File: src/rtl/switch_allocator.sv
// Output-side switch allocator for the 3-port (x, y, local) router.
// Round-robin arbitration per output, locked until tail or owner fail; drives registered mux selects.
//
// state  | meaning
// IDLE   | output free; control_p = 00, arbitrates among candidates each edge
// LOCKED | output owned by the input coded in control_p until its tail flit or a fail
module switch_allocator (
   input  logic       clk,
   input  logic       rst_n,
   input  logic       req_x,
   input  logic       req_y,
   input  logic       req_local,
   input  logic [1:0] dir_x,
   input  logic [1:0] dir_y,
   input  logic [1:0] dir_local,
   input  logic       tail_x,
   input  logic       tail_y,
   input  logic       tail_local,
   input  logic [2:0] out_ready,
   input  logic [2:0] fail,
   output logic [1:0] control_x,
   output logic [1:0] control_y,
   output logic [1:0] control_local,
   output logic       gnt_x,
   output logic       gnt_y,
   output logic       gnt_local
);

   typedef enum logic {IDLE = 1'b0, LOCKED = 1'b1} state_t;

   state_t     state_q [3];
   state_t     state_d [3];
   logic [1:0] ctrl_q  [3];
   logic [1:0] ctrl_d  [3];
   logic [1:0] rr_q    [3];
   logic [1:0] rr_d    [3];
   logic [1:0] dir     [3];
   logic [2:0] req;
   logic [2:0] tail;
   logic [2:0] gnt;

   function automatic logic [1:0] nxt(input logic [1:0] i);
      return (i == 2'd2) ? 2'd0 : i + 2'd1;
   endfunction

   assign req  = {req_local, req_y, req_x};
   assign tail = {tail_local, tail_y, tail_x};

   always_comb begin
      dir[0] = dir_x;
      dir[1] = dir_y;
      dir[2] = dir_local;
   end

   // Input and port indices share one numbering, so an index i is encoded as i+1.
   always_comb begin
      gnt = '0;
      for (int p = 0; p < 3; p++) begin
         for (int i = 0; i < 3; i++) begin
            if (state_q[p] == LOCKED && ctrl_q[p] == 2'(i + 1) && req[i] &&
                dir[i] == 2'(p + 1) && out_ready[p] && !fail[i])
               gnt[i] = 1'b1;
         end
      end
   end

   always_comb begin
      logic       found;
      logic [1:0] idx;
      logic [1:0] own;
      found = 1'b0;
      idx   = 2'd0;
      own   = 2'd0;
      for (int p = 0; p < 3; p++) begin
         state_d[p] = state_q[p];
         ctrl_d[p]  = ctrl_q[p];
         rr_d[p]    = rr_q[p];
      end
      for (int p = 0; p < 3; p++) begin
         found = 1'b0;
         idx   = rr_q[p];
         own   = ctrl_q[p] - 2'd1;
         case (state_q[p])
            IDLE: begin
               for (int k = 0; k < 3; k++) begin
                  if (!found && req[idx] && dir[idx] == 2'(p + 1) && !fail[idx]) begin
                     found      = 1'b1;
                     state_d[p] = LOCKED;
                     ctrl_d[p]  = idx + 2'd1;
                  end
                  idx = nxt(idx);
               end
            end
            LOCKED: begin
               // A failed owner aborts the packet; its grant is already suppressed.
               if (fail[own] || (gnt[own] && tail[own])) begin
                  state_d[p] = IDLE;
                  ctrl_d[p]  = 2'b00;
                  rr_d[p]    = nxt(own);
               end
            end
            default: ;
         endcase
      end
   end

   always_ff @(posedge clk or negedge rst_n) begin
      if (!rst_n) begin
         for (int p = 0; p < 3; p++) begin
            state_q[p] <= IDLE;
            ctrl_q[p]  <= 2'b00;
            rr_q[p]    <= 2'd0;
         end
      end else begin
         for (int p = 0; p < 3; p++) begin
            state_q[p] <= state_d[p];
            ctrl_q[p]  <= ctrl_d[p];
            rr_q[p]    <= rr_d[p];
         end
      end
   end

   assign control_x     = ctrl_q[0];
   assign control_y     = ctrl_q[1];
   assign control_local = ctrl_q[2];
   assign gnt_x         = gnt[0];
   assign gnt_y         = gnt[1];
   assign gnt_local     = gnt[2];

endmodule

File: config.mk
export PLATFORM = sky130hd
export DESIGN_NAME = switch_allocator
export DESIGN_NICKNAME = d
export VERILOG_FILES = /design/src/rtl/switch_allocator.sv
export SDC_FILE = /design/constraint.sdc
export NUM_CORES = 1
export LEC_CHECK = 0
export ABC_AREA = 1
export CAP_MARGIN = 10
export CORE_ASPECT_RATIO = 1.75
export CORE_UTILIZATION = 35
export DETAILED_ROUTE_END_ITERATION = 8
export PLACE_DENSITY = 0.61
export SYNTH_ARGS = -nofsm -noshare
export SYNTH_HDL_FRONTEND = slang
export SYNTH_SLANG_ARGS = --single-unit
File: constraint.sdc
create_clock -name clk -period 2.66 [get_ports clk]
set_input_delay 0.532 -clock clk [delete_from_list [all_inputs] [get_ports clk]]
set_output_delay 0.532 -clock clk [all_outputs]
set_load 0.01 [all_outputs]
==> results.toml <==
[outcome]
run_status = "finished, final reports clean"

[floorplanning]
dieArea_um2 = 6780
fp-row-count = 38
fp.dieH_um = 108
core_area_um2 = 6230
ios = 29
start_util = 0.362
die_x_um = 62.7

[pwr]
ir_worst_vdd_uv = 180
power_leakage_nw = 1.50
total_power_mw = 1.31
power.density_nw_per_um2 = 467

[sta]
max_slew.worst_pin.slew_ps = 812
min_period_ps = 2610
setup_tns_ps = 0
holdWs_ps = 523
finalSetupViolations = 0
slew_headroom = 0.457
setup_ws_ps = 45.3
fmax_mhz = 382
rsz0062_at_grt = "true"
finalHoldViolCount = 0
post-route-period-util = 0.983
skew_ps = 2.53
drv_slew = 0

[cts]
clock_latency_ps = 250
cts_buffers = 3
cts_sinks = 15
ctsHtreeMaxLevel = 1
cts_post_setup_buffers_inserted = 0
clk_path_buf_depth = 2
path_clk_slew_ps = 60
clock_tree.root_cell = "clkbuf_8"
cts_tree = "yes"

[global_routing]
grt_max_degree = 16
grt-ovfl-total = 0
grt_pass1_vias = 2373
antenna_found_initial = 0
grt_usage = 0.197
grt_pass1_wl_um = 10400

[synth]
ys_types = 28
syn_nets = 415
yosysTopAreaCell = "nand2_1"
yosys_register_bits = 15
synthMostInstantiatedCell = "nand2_1"
ys_top_cells_by_area = "nand2_1 17%, dfrtp_1 17%, ha_1 17%, nand3_1 9.8%, inv_1 7.7%"
synth_ff_type = "dfrtp_1"
syn-instance-count = 365
yosysSeqAreaShare = 0.166
synth_top_area_frac = 0.175
synthArstFlopShare = 1.00
synthTopCellsByCount = "105 x nand2_1, 46 x inv_1, 45 x nor2_1"
ys_warn_count = 0
avgSynthCellArea_um2 = 6.18
synth_edf_count = 0
netlist_area_um2 = 2260

[placed_design]
placed_cell_area_um2 = 2740
place.detailed.hpwl_um = 5320
io_buffer_count = 28
placed_cells = 487
pre_cts_slack_ps = 6.13
gp_congestion = 0.937

[layout]
diodes = 0
final_nets = 462
final_area_um2 = 2820
final_util = 0.452
multiInputGateArea_um2 = 1690
seq_area_um2 = 377
drive_gt1_frac = 0.170
n_fill_cell = 647
area_growth_pct = 24.8
stdcell_count = 491

[critical_path]
cpPeakStageDelay_ps = 520
cp-end-kind = "output port"
cp_top_family = "buffers and inverters"
path_buf_inv = 3
critPathRequiredTime_ps = 2130
crit_arrival_ps = 2080
worstPathCellList = "clkdlybuf4s50_1 > nand3_1 > a21oi_2 > nand3_1 > inv_1 > clkdlybuf4s50_1"
crit_path_top_delay_cell = "clkdlybuf4s50_1"
crit_path_max_fanout = 3
start_kind = "input pin"
crit_type = "in -> out"

[detailed_routing]
wirelength_um = 6300
dr.pass1.iters = 4
dr_total_vias = 2365
drtIter0Drc = 88
via_per_inst = 4.82
antenna_left = 0
drc = 0
post_drt_wl_per_cell_um = 12.8

[hold_path]
hold_class = "reg -> reg"

[job]
drv_cap = 0
routing by layer:
layer | vias up | part of all wire | GRT usage | wire length (um)
met4 | 0 | 0.057 | 0.133 | 362
li1 | 1240 | - | - | -
met1 | 1047 | 0.41 | 0.205 | 2610
met3 | 22 | 0.026 | 0.0190 | 165
met5 | - | 0 | 0 | 0
met2 | 56 | 0.50 | 0.366 | 3160
cells by family (layout without fill, tap and decap cells):
logic type / Yosys count / count (layout) / share of synthesized area
compound gates: 21 / 21 / 0.0571
buf+inv: 54 / 100 / 0.0904
simple gates: 245 / 245 / 0.520
flops: 15 / 15 / 0.166
fa+ha+maj: 30 / 30 / 0.166
worst reg2reg max path, delay by kind of cell (launching register included):
family	cells	cell delay (ps)
simple gates	10	890
flops	1	420
buf+inv	3	300
fa+ha+maj	2	490
layout by cell type (no fill, tap or decap), types with 3 or more instances in the layout:
master / synthesis / final
a21oi_1: 3 / 3
buf_4: 0 / 15
clkbuf_8: 0 / 3
clkdlybuf4s50_1: 0 / 24
dfrtp_1: 15 / 14
dlymetal6s2s_1: 0 / 4
ha_1: 30 / 30
inv_1: 46 / 46
inv_2: 7 / 7
nand2_1: 105 / 105
nand2_2: 13 / 13
nand3_1: 44 / 43
nand3_2: 5 / 6
nand4_1: 8 / 8
nor2_1: 45 / 44
nor2_2: 11 / 12
nor2_4: 5 / 5
o21ai_0: 7 / 6
o21ai_1: 4 / 5
layout make-up:
cell class / count / share of cell area
Clock buffer: 4 / 0.0160
Multi-Input combinational cell: 296 / 0.601
Sequential cell: 15 / 0.134
Timing Repair Buffer: 43 / 0.143
Tap cell: 80 / 0.0356
Inverter: 53 / 0.0707
state kept, by name, summed over array words and instances, names as in the netlist:
signal and count:
control_local 2, control_x 2, control_y 2, rr_q 6
state_q 3
power by group:
| group | internal (mW) | switching, mW |
|---|---|---|
| Sequential | 0.264 | 0.0712 |
| Clock | 0.106 | 0.0855 |
| Combinational | 0.299 | 0.488 |
| Total | 0.669 | 0.645 |
worst paths after layout:
path,startpoint,cells after the start,slack (ps),to
setup / recovery,out_ready[2],6,50,gnt_y
max in group asynchronous,rst_n,1,1360,control_y[0]$_DFFE_PN0P_
setup reg to reg,rr_q[0]$_DFFE_PN0P_,15,450,control_local[0]$_DFFE_PN0P_
hold reg to reg,rr_q[5]$_DFFE_PN0P_,2,520,rr_q[5]$_DFFE_PN0P_
min in group asynchronous,rst_n,1,750,state_q[1]$_DFF_PN0_
hold / removal,rr_q[5]$_DFFE_PN0P_,2,520,rr_q[5]$_DFFE_PN0P_
repair_timing:
action,in CTS,in global routing
hold buffers,0,0
gates resized for setup,1,8
endpoints found under the setup margin,1,3
No activity file was read; power rests on OpenSTA's default activity.
